--- src/rtl/cpu_pkg.sv ---
`default_nettype none
// ============================================================================
//  Module   : cpu_pkg
//  Purpose  : Shared definitions for the instruction-memory loader: the
//             loader state encoding and the width of the word-count header.
//  Ports    : none (package)
//  Revision : 1.0  initial release
// ============================================================================
package cpu_pkg;

  // Word-count header carried in front of the image (two bytes, big-endian).
  localparam int HDR_W = 16;

  typedef enum logic [2:0] {
    IDLE   = 3'd0,
    HDR_HI = 3'd1,
    HDR_LO = 3'd2,
    DATA   = 3'd3,
    WRITE  = 3'd4,
    DONE   = 3'd5,
    ERR    = 3'd6
  } loader_state_e;

endpackage
`default_nettype wire

--- src/rtl/byte_packer.sv ---
`default_nettype none
// ============================================================================
//  Module   : byte_packer
//  Purpose  : Assembles four serial bytes into one 32-bit word, first byte
//             landing in bits 31:24.
//  Ports    : clk        - clock
//             rst        - asynchronous active-low reset
//             clear      - drop any partially assembled word
//             load       - byte_in is taken this cycle
//             byte_in    - incoming byte
//             word       - assembled word (held until the next load/clear)
//             word_full  - the byte taken this cycle completes a word
//  Revision : 1.0  initial release
// ============================================================================
module byte_packer (
  input  logic        clk,
  input  logic        rst,
  input  logic        clear,
  input  logic        load,
  input  logic [7:0]  byte_in,
  output logic [31:0] word,
  output logic        word_full
);

  logic [31:0] shift_q, shift_d;
  logic [1:0]  cnt_q, cnt_d;

  always_comb begin
    shift_d = shift_q;
    cnt_d   = cnt_q;
    if (clear) begin
      shift_d = '0;
      cnt_d   = '0;
    end else if (load) begin
      shift_d = {shift_q[23:0], byte_in};
      cnt_d   = cnt_q + 2'd1;  // wraps to 0 after the fourth byte
    end
  end

  always_ff @(posedge clk or negedge rst) begin
    if (!rst) begin
      shift_q <= '0;
      cnt_q   <= '0;
    end else begin
      shift_q <= shift_d;
      cnt_q   <= cnt_d;
    end
  end

  assign word      = shift_q;
  assign word_full = load && !clear && (cnt_q == 2'd3);

endmodule
`default_nettype wire

--- src/rtl/imem_loader.sv ---
`default_nettype none
// ============================================================================
//  Module   : imem_loader
//  Purpose  : Receives a program image over a byte stream (2-byte big-endian
//             word count followed by 4 bytes per word) and writes it into
//             instruction memory from address 0 while holding the CPU in
//             reset.
//  Ports    : clk         - clock
//             rst         - asynchronous active-low reset
//             start       - level-sampled load request (IDLE/ERR only)
//             byte_in     - serial-link byte
//             byte_valid  - byte_in valid
//             byte_ready  - loader accepts a byte this cycle
//             imem_we     - instruction-memory write strobe
//             imem_addr   - instruction-memory word address
//             imem_wdata  - instruction word
//             cpu_hold    - keep the CPU in reset while high
//             done        - one-cycle pulse on a successful load
//             error       - sticky error flag (bad count or timeout)
//  Revision : 1.0  initial release
// ============================================================================
module imem_loader
  import cpu_pkg::*;
#(
  parameter int ADDR_W  = 12,
  parameter int TIMEOUT = 1000000
) (
  input  logic              clk,
  input  logic              rst,
  input  logic              start,
  input  logic [7:0]        byte_in,
  input  logic              byte_valid,
  output logic              byte_ready,
  output logic              imem_we,
  output logic [ADDR_W-1:0] imem_addr,
  output logic [31:0]       imem_wdata,
  output logic              cpu_hold,
  output logic              done,
  output logic              error
);

  localparam int                TMO_W     = $clog2(TIMEOUT + 1);
  localparam logic [TMO_W-1:0]  TMO_LAST  = TMO_W'(TIMEOUT - 1);
  localparam logic [31:0]       MAX_WORDS = 32'(64'd1 << ADDR_W);

  loader_state_e      state_q, state_d;
  logic [HDR_W-1:0]   count_q, count_d;   // header, then words still to write
  logic [ADDR_W-1:0]  addr_q, addr_d;
  logic [TMO_W-1:0]   tmo_q, tmo_d;
  logic               chk_q, chk_d;       // first DATA cycle: judge the count

  logic               accept;
  logic               tmo_expired;
  logic               packer_clear;
  logic               packer_load;
  logic               word_full;
  logic [31:0]        word;

  assign byte_ready = (state_q == HDR_HI) || (state_q == HDR_LO) ||
                      ((state_q == DATA) && !chk_q);
  assign accept      = byte_valid && byte_ready;
  assign packer_load = accept && (state_q == DATA);
  // The count stays registered for one cycle before it is compared so the
  // 16-bit range check never sits behind the byte_in input path.
  assign tmo_expired = byte_ready && !accept && (tmo_q == TMO_LAST);

  byte_packer u_packer (
    .clk       (clk),
    .rst       (rst),
    .clear     (packer_clear),
    .load      (packer_load),
    .byte_in   (byte_in),
    .word      (word),
    .word_full (word_full)
  );

  always_comb begin
    state_d      = state_q;
    count_d      = count_q;
    addr_d       = addr_q;
    tmo_d        = tmo_q;
    chk_d        = 1'b0;
    packer_clear = 1'b0;

    // Idle-gap counter runs only while a byte is being waited for.
    if (byte_ready) begin
      if (accept) tmo_d = '0;
      else        tmo_d = tmo_q + TMO_W'(1);
    end

    case (state_q)
      IDLE, ERR: begin
        if (start) begin
          state_d      = HDR_HI;
          count_d      = '0;
          addr_d       = '0;
          tmo_d        = '0;
          packer_clear = 1'b1;  // discard bytes of an abandoned word
        end
      end
      HDR_HI: begin
        if (accept) begin
          count_d = {count_q[HDR_W-9:0], byte_in};
          state_d = HDR_LO;
        end
      end
      HDR_LO: begin
        if (accept) begin
          count_d = {count_q[HDR_W-9:0], byte_in};
          state_d = DATA;
          chk_d   = 1'b1;
        end
      end
      DATA: begin
        if (chk_q) begin
          if (count_q == '0)                 state_d = DONE;
          else if (32'(count_q) > MAX_WORDS) state_d = ERR;
        end else if (word_full) begin
          state_d = WRITE;
        end
      end
      WRITE: begin
        // Address may wrap after the last slot; no write follows it.
        addr_d  = addr_q + ADDR_W'(1);
        count_d = count_q - HDR_W'(1);
        state_d = (count_q == HDR_W'(1)) ? DONE : DATA;
      end
      DONE: begin
        state_d = IDLE;
      end
      default: begin
        state_d = IDLE;
      end
    endcase

    if (tmo_expired) begin
      state_d = ERR;
    end
  end

  always_ff @(posedge clk or negedge rst) begin
    if (!rst) begin
      state_q <= IDLE;
      count_q <= '0;
      addr_q  <= '0;
      tmo_q   <= '0;
      chk_q   <= 1'b0;
    end else begin
      state_q <= state_d;
      count_q <= count_d;
      addr_q  <= addr_d;
      tmo_q   <= tmo_d;
      chk_q   <= chk_d;
    end
  end

  assign imem_we    = (state_q == WRITE);
  assign imem_addr  = addr_q;
  assign imem_wdata = word;
  assign done       = (state_q == DONE);
  assign error      = (state_q == ERR);  // ERR is left only through start
  assign cpu_hold   = (state_q != IDLE) && (state_q != DONE);

endmodule
`default_nettype wire
--- config.mk ---
export PLATFORM = sky130hd
export DESIGN_NAME = imem_loader
export DESIGN_NICKNAME = d
export VERILOG_FILES = /design/src/rtl/cpu_pkg.sv /design/src/rtl/byte_packer.sv /design/src/rtl/imem_loader.sv
export SDC_FILE = /design/constraint.sdc
export NUM_CORES = 1
export LEC_CHECK = 0
export ABC_CLOCK_PERIOD_IN_PS = 2300
export BUFFER_PORTS_ARGS = -buffer_cell sky130_fd_sc_hd__buf_2
export CORE_ASPECT_RATIO = 1.5
export CORE_UTILIZATION = 57
export CTS_BUF_LIST = sky130_fd_sc_hd__clkbuf_8 sky130_fd_sc_hd__clkbuf_16
export CTS_CLUSTER_DIAMETER = 30
export DETAILED_ROUTE_END_ITERATION = 10
export PLACE_DENSITY = 0.79
export SLEW_MARGIN = 30
export SYNTH_ARGS = -nofsm -noshare
export SYNTH_HDL_FRONTEND = slang
export SYNTH_SLANG_ARGS = --single-unit
--- constraint.sdc ---
create_clock -name clk -period 2.3 [get_ports clk]
set_input_delay 0.46 -clock clk [delete_from_list [all_inputs] [get_ports clk]]
set_output_delay 0.46 -clock clk [all_outputs]
set_load 0.005 [all_outputs]
==> results of run 1 <==
==> power breakdown <==
part           internal, mW  switching, mW
clock                 0.451          0.542
combinational          1.04           1.36
sequential             1.94          0.480
total                  3.43           2.38
==> cell families (layout without fill, tap and decap cells) <==
group	count (synthesis)	in the layout	share of synthesized area [%]
and+or+nand+nor	151	151	19.3
xor gates and xnor gates	21	21	4.27
muxes	3	3	0.726
AOI/OAI and AO/OA	123	123	19.8
buffers and inverters	38	99	4.47
DFF	86	86	49.9
adders and majority gates	5	5	1.45
==> flip-flops by register name, summed over array words and instances, names as in the netlist <==
name,count
state_q,3
tmo_q,20
u_packer.cnt_q,2
count_q,16
chk_q,1
u_packer.word,32
imem_addr,12
==> synthesized netlist by cell type, drive strengths merged (2+ instances only) <==
library cell  instances
o211ai                3
mux2i                 2
o22ai                 3
nor4b                 2
a21oi                17
xor2                  3
nand2                27
o31ai                 3
a32oi                 6
and3                 11
a21o                  2
o21bai                2
dfrtp                86
o21ai                33
nand2b                4
a22o                 35
o31a                  2
clkbuf               10
ha                    5
nand3                13
a22oi                 5
nor3b                 5
nand4                10
buf                  15
nor2                 43
nor4                  8
inv                  12
nor2b                 3
nand3b                3
and2                  4
xnor2                18
a31oi                 4
or3                   2
nor3                 11
==> layer usage <==
layer  part of all wire [%]  vias to the layer above
li1                       -                     1677
met1                     42                     1754
met2                     52                       93
met3                    4.4                       22
met4                    2.4                        0
met5                      0                        -
==> cell type report <==
| type | instances | area share (%) |
|---|---|---|
| flip-flops and latches | 86 | 43.9 |
| multi-input cells | 303 | 40.4 |
| repair buffers | 71 | 8.42 |
| clock buffers | 11 | 3.09 |
| well taps | 100 | 2.55 |
| inverters | 12 | 0.919 |
| clock inverters | 5 | 0.689 |
==> critical path, delay by kind of cell (launching register included) <==
kind / cells / cell delay (ns)
flops: 1 / 0.55
simple gates: 2 / 0.37
buf+inv: 2 / 0.35
==> worst paths after layout <==
path,startpoint,to,slack (ns)
worst max-delay path,state_q[0]$_DFFE_PN0P_,done,0.20
max in group asynchronous,rst,count_q[7]$_DFFE_PN0P_,1.15
min in group asynchronous,rst,tmo_q[5]$_DFF_PN0_,0.52
worst max register to register,count_q[7]$_DFFE_PN0P_,state_q[0]$_DFFE_PN0P_,0.23
worst min register to register,imem_addr[11]$_DFFE_PN0P_,imem_addr[11]$_DFFE_PN0P_,0.48
worst min-delay path,byte_in[4],u_packer.word[4]$_DFFE_PN0P_,0.35
==> metrics by stage <==
step	total power [mW]	cell area [um^2]
6_report	5.81	4900
5_1_grt	6.23	4900
4_1_cts	5.83	4900
3_5_place_dp	4.82	4710
3_3_place_gp	4.74	4710
2_1_floorplan	4.06	4310
==> cells in the final DEF (no fill, tap or decap), types with 3 or more instances in the layout <==
master	n
dfrtp_1	85
buf_2	59
nor2_1	41
a22o_1	34
o21ai_0	33
nand2_1	27
xnor2_1	18
a21oi_1	17
inv_1	13
nand3_1	13
clkbuf_8	11
and3_1	10
nand4_1	9
buf_4	9
nor3_1	8
a32oi_1	6
nor4_1	5
a22oi_1	5
ha_1	5
nand2b_1	4
nor2b_1	3
and2_1	3
nor3b_1	3
xor2_1	3
nand3b_1	3
nor3_2	3
o31ai_1	3
a31oi_1	3
o211ai_1	3
o22ai_1	3
==> what timing repair did <==
action,4_1_cts,5_1_grt
endpoints found under the hold margin,20,0
buffers inserted,0,0
resized for setup,0,1
endpoints found under the setup margin,0,1
hold buffers,1,0
==> impl_metrics.env, run 1 <==
export IMPL_outcome="completed"
export IMPL_min_period_over_period_pct=91.1
export IMPL_synth_cell_types=61
export IMPL_synth_avg_cell_area_um2=10.1
export IMPL_synth_largest_area_cell="dfrtp_1"
export IMPL_synth_flop_cell="dfrtp_1"
export IMPL_drtAntennaViolNets=0
export IMPL_timing_final_max_slew_violations=0
export IMPL_clk_pin_slew_ns=0.08
export IMPL_dp_cells=571
export IMPL_synth_seq_area_share_pct=49.9
export IMPL_diodes=0
export IMPL_fin_nets=500
export IMPL_finalWirelength_mm=9.81
export IMPL_setup_viol=0
export IMPL_async_flop_share_pct=100
export IMPL_synth_area_top_cells="dfrtp_1, a22o_1, o21ai_0"
export IMPL_cp_arrival_ns=1.64
export IMPL_place_congestion=0.807
export IMPL_cts_tree="built"
export IMPL_post_place_ws_ns=0.352
export IMPL_synth_area_um2=4310
export IMPL_drt_first_pass_iters=4
export IMPL_start_util_pct=59.3
export IMPL_track_usage_pct=26.8
export IMPL_required_ns=1.84
export IMPL_cts_max_path_buffers=2
export IMPL_antenna_found_initial=0
export IMPL_critical_path_class="reg -> out"
export IMPL_fillCellCount=592
export IMPL_powerDensity_nw_per_um2=1180
export IMPL_die_width_um=73
export IMPL_portBuffers=60
export IMPL_synth_top_cell_area_share_pct=49.9
export IMPL_multi_input_area_um2=1980
export IMPL_final_cells=588
export IMPL_fp_row_count=38
export IMPL_reg2reg_depth=5
export IMPL_whs_ns=0.345
export IMPL_yosysWarnings=0
export IMPL_leakage_nw=2.28
export IMPL_grt_pass1_wl_mm=16.1
export IMPL_path_cells="buf_4, nor2b_1, and2_1, buf_2"
export IMPL_synth_seq_cells=86
export IMPL_cts_buffers=9
export IMPL_fin_skew_ns=0.0115
export IMPL_vias_per_cell=6.03
export IMPL_htree_levels=3
export IMPL_fin_ws_ns=0.205
export IMPL_endpoint_kind="primary output"
export IMPL_die_area_um2=7920
export IMPL_hp_class="in -> reg"
export IMPL_ff_latch_area_um2=2150
export IMPL_drive_gt1_share_pct=21.3
export IMPL_cts_root_buf="clkbuf_8"
export IMPL_syn_nets=444
export IMPL_netlist_instances=427
export IMPL_finalCoreUtilization_pct=67.4
export IMPL_met3_usage_pct=6.71
export IMPL_vias=3546
export IMPL_grt_max_degree=67
export IMPL_hold_viol_final=0
export IMPL_overflow=0
export IMPL_drcViolationCount=0
export IMPL_fp_dieH_um=109
export IMPL_min_path_cells=2
export IMPL_max_freq_mhz=477
export IMPL_grt_met2_usage_pct=44.8
export IMPL_area_delta_synth_final_pct=13.7
export IMPL_clock_sinks=86
export IMPL_drt_initial_drc_count=215
export IMPL_tns_ns=0
export IMPL_worst_slew_pin_transition_ns=0.683
export IMPL_crit_fanout=11
export IMPL_ios=61
export IMPL_maxCapViolations=0
export IMPL_grt_busiest_layer="met2"
export IMPL_cp_slowest_cell="dfrtp_1"
export IMPL_startpoint_type="register"
export IMPL_routedWlPerCell_um=16.7
export IMPL_place_hpwl_mm=6.87
export IMPL_relSlewSlack_pct=53.3
export IMPL_synth_edf_count=0
export IMPL_grtUsageMet1_pct=32.4
export IMPL_max_stage_delay_ns=0.55
export IMPL_min_period_ns=2.10
export IMPL_clock_latency_ns=0.37
export IMPL_ir_worst_vdd_v=0.000825
export IMPL_grt_setup_unrepaired="false"
export IMPL_grt_pass1_vias=3395
export IMPL_core_um2=7270
No activity file was read; power rests on OpenSTA's default activity.
==> run 2: changes to the inputs <==
Settings changed: SETUP_SLACK_MARGIN set to 0.3.
==> impl_metrics.env, run 2 (synthesis gave the netlist of run 1 again) <==
export IMPL_finalCoreUtilization_pct=68.6
export IMPL_clk_pin_slew_ns=0.08
export IMPL_largest_reg_flops=32
export IMPL_hold_viol_final=0
export IMPL_dp_cells=571
export IMPL_p_comb_share_pct=43.1
export IMPL_ff_latch_area_um2=2160
export IMPL_routedWlPerCell_um=16.8
export IMPL_fp_dieH_um=109
export IMPL_whs_ns=0.345
export IMPL_cts_root_buf="clkbuf_8"
export IMPL_cts_max_path_buffers=2
export IMPL_core_um2=7270
export IMPL_drt_first_pass_iters=4
export IMPL_maxCapViolations=0
export IMPL_place_hpwl_mm=6.87
export IMPL_grt_setup_unrepaired="false"
export IMPL_grt_max_degree=67
export IMPL_fin_ws_ns=0.367
export IMPL_cp_arrival_ns=1.47
export IMPL_overflow=0
export IMPL_post_dp_cell_area_um2=4710
export IMPL_antenna_found_initial=0
export IMPL_endpoint_kind="primary output"
export IMPL_fillCellCount=584
export IMPL_area_delta_synth_final_pct=15.7
export IMPL_reg2reg_from="count_q[4]$_DFFE_PN0P_"
export IMPL_drtAntennaViolNets=0
export IMPL_die_width_um=73
export IMPL_critical_path_class="reg -> out"
export IMPL_required_ns=1.84
export IMPL_clock_power_share_pct=16.6
export IMPL_crit_fanout=24
export IMPL_ios=61
export IMPL_relSlewSlack_pct=51.8
export IMPL_drcViolationCount=0
export IMPL_die_area_um2=7920
export IMPL_tns_ns=0
export IMPL_swShare_pct=40.8
export IMPL_ir_worst_vdd_v=0.000821
export IMPL_track_usage_pct=26.9
export IMPL_cts_tree="built"
export IMPL_htree_levels=3
export IMPL_path_buf_inv=3
export IMPL_p_int_mw=3.55
export IMPL_vias_per_cell=6.05
export IMPL_fp_row_count=38
export IMPL_max_stage_delay_ns=0.49
export IMPL_final_common_cell="dfrtp_1"
export IMPL_path_cells="nor2_2, nand2_1, inv_1, buf_12, buf_2"
export IMPL_cp_top_family="flip-flops"
export IMPL_grt_pass1_wl_mm=16.2
export IMPL_diodes=0
export IMPL_leakage_nw=2.32
export IMPL_power_switching_mw=2.44
export IMPL_powerDensity_nw_per_um2=1200
export IMPL_hold_start="byte_in[4]"
export IMPL_cts_buffers=9
export IMPL_outcome="completed"
export IMPL_startpoint_type="register"
export IMPL_grt_pass1_vias=3424
export IMPL_vias=3600
export IMPL_start_util_pct=59.3
export IMPL_min_period_over_period_pct=84.0
export IMPL_seq_power_share_pct=40.3
export IMPL_power_mw=5.99
export IMPL_fin_nets=507
export IMPL_critPathLaunch="state_q[1]$_DFFE_PN0P_"
export IMPL_min_period_ns=1.93
export IMPL_worst_slew_pin_transition_ns=0.722
export IMPL_final_cell_mix="dfrtp_1, buf_2, nor2_1"
export IMPL_fin_skew_ns=0.0114
export IMPL_finalWirelength_mm=9.99
export IMPL_timing_final_max_slew_violations=0
export IMPL_clock_latency_ns=0.37
export IMPL_place_congestion=0.807
export IMPL_post_place_ws_ns=0.352
export IMPL_final_cells=595
export IMPL_cp_slowest_cell="dfrtp_2"
export IMPL_multi_input_area_um2=2010
export IMPL_drt_initial_drc_count=202
export IMPL_setup_viol=0
export IMPL_max_freq_mhz=517
export IMPL_clock_sinks=86
export IMPL_final_area_um2=4990
export IMPL_hp_class="in -> reg"
export IMPL_drive_gt1_share_pct=23.8
export IMPL_portBuffers=60
run 2: routing by layer:
layer  up-vias  share of wire, %  track usage (%)
met3        21               4.6             6.71
met5         -                 0                0
met1      1787                41             32.4
met2        97                52             45.4
li1       1695                 -                -
met4         0               2.1             11.1
run 2: worst paths after layout:
kind                                                 to  slack (ns)  cells past startpoint
min                        u_packer.word[4]$_DFFE_PN0P_        0.34                      2
max in group asynchronous        count_q[7]$_DFFE_PN0P_        1.15                      3
min reg2reg                   imem_addr[11]$_DFFE_PN0P_        0.48                      1
min in group asynchronous               chk_q$_DFF_PN0_        0.52                      2
max reg2reg                     count_q[13]$_DFFE_PN0P_        0.40                      6
max                                             imem_we        0.37                      5
run 2: area by class of cell:
cell class	count	share of cell area, %
Tap cell	100	2.51
Multi-Input combinational cell	303	40.3
Inverter	12	0.903
Clock inverter	5	0.677
Clock buffer	11	3.03
Sequential cell	86	43.2
Timing Repair Buffer	78	9.36
run 2: what timing repair did:
action                     in CTS  in global routing
hold endpoints to repair       20                  0
setup buffers                   3                  4
setup endpoints to repair       4                  6
pin swaps                       1                  1
hold buffers                    1                  0
gates resized for setup         5                  7
run 2: power by group through the flow:
stage                     combinational, mW  sequential [mW]  clock [mW]
final                                  2.58             2.41       0.994
after global routing                   2.86             2.47        1.08
after CTS                              2.47             2.40        1.02
after detailed placement               2.40             2.42           0
after global placement                 2.32             2.41           0
after floorplan                        1.76             2.30           0
==> run 3: changes to the inputs <==
Settings changed: ABC_CLOCK_PERIOD_IN_PS 2300 to 1900.
Clock period 2.3 ns to 1.9 ns, I/O delays scaled along.
==> impl_metrics.env, run 3 (synthesis gave the netlist of run 1 again) <==
export IMPL_dp_cells=580
export IMPL_drt_initial_drc_count=310
export IMPL_largest_reg_flops=32
export IMPL_hold_buffers=0
export IMPL_place_congestion=0.895
export IMPL_outcome="completed"
export IMPL_die_area_um2=7920
export IMPL_hold_viol_final=0
export IMPL_p_comb_share_pct=52.3
export IMPL_track_usage_pct=31.5
export IMPL_fillCellCount=444
export IMPL_power_switching_mw=3.68
export IMPL_post_dp_cell_area_um2=4790
export IMPL_fp_dieH_um=109
export IMPL_critical_path_class="reg -> reg"
export IMPL_final_common_cell="dfrtp_1"
export IMPL_cts_root_buf="clkbuf_8"
export IMPL_routedWlPerCell_um=20.0
export IMPL_final_cells=627
export IMPL_overflow=0
export IMPL_vias=4057
export IMPL_seq_power_share_pct=32.6
export IMPL_htree_levels=3
export IMPL_hp_class="in -> async"
export IMPL_leakage_nw=2.67
export IMPL_worst_slew_pin_transition_ns=0.582
export IMPL_ios=61
export IMPL_place_hpwl_mm=6.71
export IMPL_cts_tree="built"
export IMPL_fp_row_count=38
export IMPL_final_area_um2=5730
export IMPL_multi_input_area_um2=2350
export IMPL_crit_fanout=8
export IMPL_antenna_found_initial=0
export IMPL_setup_viol=0
export IMPL_max_freq_mhz=531
export IMPL_core_um2=7270
export IMPL_swShare_pct=41.2
export IMPL_required_ns=2.16
export IMPL_p_int_mw=5.25
export IMPL_drt_first_pass_iters=6
export IMPL_vias_per_cell=6.47
export IMPL_min_period_ns=1.88
export IMPL_fin_skew_ns=0.00743
export IMPL_area_delta_synth_final_pct=32.8
export IMPL_die_width_um=73
export IMPL_cts_buffers=9
export IMPL_maxCapViolations=0
export IMPL_fin_nets=540
export IMPL_finalWirelength_mm=12.6
export IMPL_drtAntennaViolNets=0
export IMPL_ff_latch_area_um2=2160
export IMPL_grt_pass1_wl_mm=18.9
export IMPL_grt_setup_unrepaired="true"
export IMPL_relSlewSlack_pct=60.2
export IMPL_clock_power_share_pct=15.1
export IMPL_cp_arrival_ns=2.14
export IMPL_diodes=0
export IMPL_grt_max_degree=87
export IMPL_clk_pin_slew_ns=0.09
export IMPL_min_period_over_period_pct=99.2
export IMPL_whs_ns=0.0339
export IMPL_ir_worst_vdd_v=0.00110
export IMPL_powerDensity_nw_per_um2=1560
export IMPL_clock_sinks=86
export IMPL_final_cell_mix="dfrtp_1, buf_2, a22o_1"
export IMPL_endpoint_kind="register"
export IMPL_start_util_pct=59.3
export IMPL_portBuffers=60
export IMPL_timing_final_max_slew_violations=0
export IMPL_cts_max_path_buffers=2
export IMPL_clock_latency_ns=0.36
export IMPL_grt_pass1_vias=3952
export IMPL_drcViolationCount=0
export IMPL_drive_gt1_share_pct=39.5
export IMPL_startpoint_type="register"
[run 3: layout make-up]
cell class | count | area share (%)
clock buffer | 11 | 2.64
clock inverter | 4 | 0.983
inverter | 12 | 0.787
multi-input combinational | 305 | 41.0
sequential | 86 | 37.7
tap | 100 | 2.19
timing repair buffer | 109 | 14.8
[run 3: path summary, 6_finish.rpt]
| kind | startpoint | to | slack (ns) | depth (start not counted) |
|---|---|---|---|---|
| setup / recovery | state_q[1]$_DFFE_PN0P_ | count_q[13]$_DFFE_PN0P_ | 0.02 | 8 |
| hold / removal | rst | imem_addr[6]$_DFFE_PN0P_ | 0.03 | 2 |
| setup reg to reg | state_q[1]$_DFFE_PN0P_ | count_q[13]$_DFFE_PN0P_ | 0.02 | 8 |
| hold reg to reg | u_packer.word[30]$_DFFE_PN0P_ | u_packer.word[30]$_DFFE_PN0P_ | 0.50 | 1 |
| max in group asynchronous | rst | count_q[2]$_DFFE_PN0P_ | 1.48 | 2 |
| min in group clk | byte_in[3] | u_packer.word[3]$_DFFE_PN0P_ | 0.26 | 2 |
[run 3: routing by layer]
layer	vias to the layer above	wire length (um)	GRT usage [%]
met4	0	574	17.9
met1	2049	4790	37.2
met2	185	6570	52.8
met5	-	0	0
met3	60	613	6.06
li1	1763	-	-
[run 3: critical path: stages (launching register included)]
cell and delay, ns:
dfrtp_1 0.41, buf_6 0.14, buf_6 0.13, nand3b_1 0.16, a31oi_4 0.12, a31oi_4 0.39
buf_12 0.20, nor2_2 0.04, a22o_1 0.18
[run 3: per-stage QoR]
stage               worst slack, ns  util, %  setup TNS, ns  power [mW]
floorplan                     0.234        -              0        4.93
global route               -0.00908     78.7        -0.0210        9.34
CTS                           0.115     75.5              0        8.37
global placement              0.145     65.9              0        5.92
finish                       0.0153     78.7              0        8.93
detailed placement           0.0608     65.9              0        6.03
[run 3: power by group through the flow]
| stage | registers (mW) | logic (mW) | clock network, mW |
|---|---|---|---|
| 2_1_floorplan | 2.78 | 2.15 | 0 |
| 3_3_place_gp | 2.86 | 3.06 | 0 |
| 3_5_place_dp | 2.88 | 3.15 | 0 |
| 4_1_cts | 2.85 | 4.16 | 1.36 |
| 5_1_grt | 2.96 | 4.95 | 1.44 |
| 6_report | 2.91 | 4.67 | 1.34 |
[run 3: what timing repair did]
action	4_1_cts	5_1_grt
gates resized for setup	74	48
setup buffers	21	5
cloned	5	1
setup endpoints to repair	80	85
pin swaps	26	13
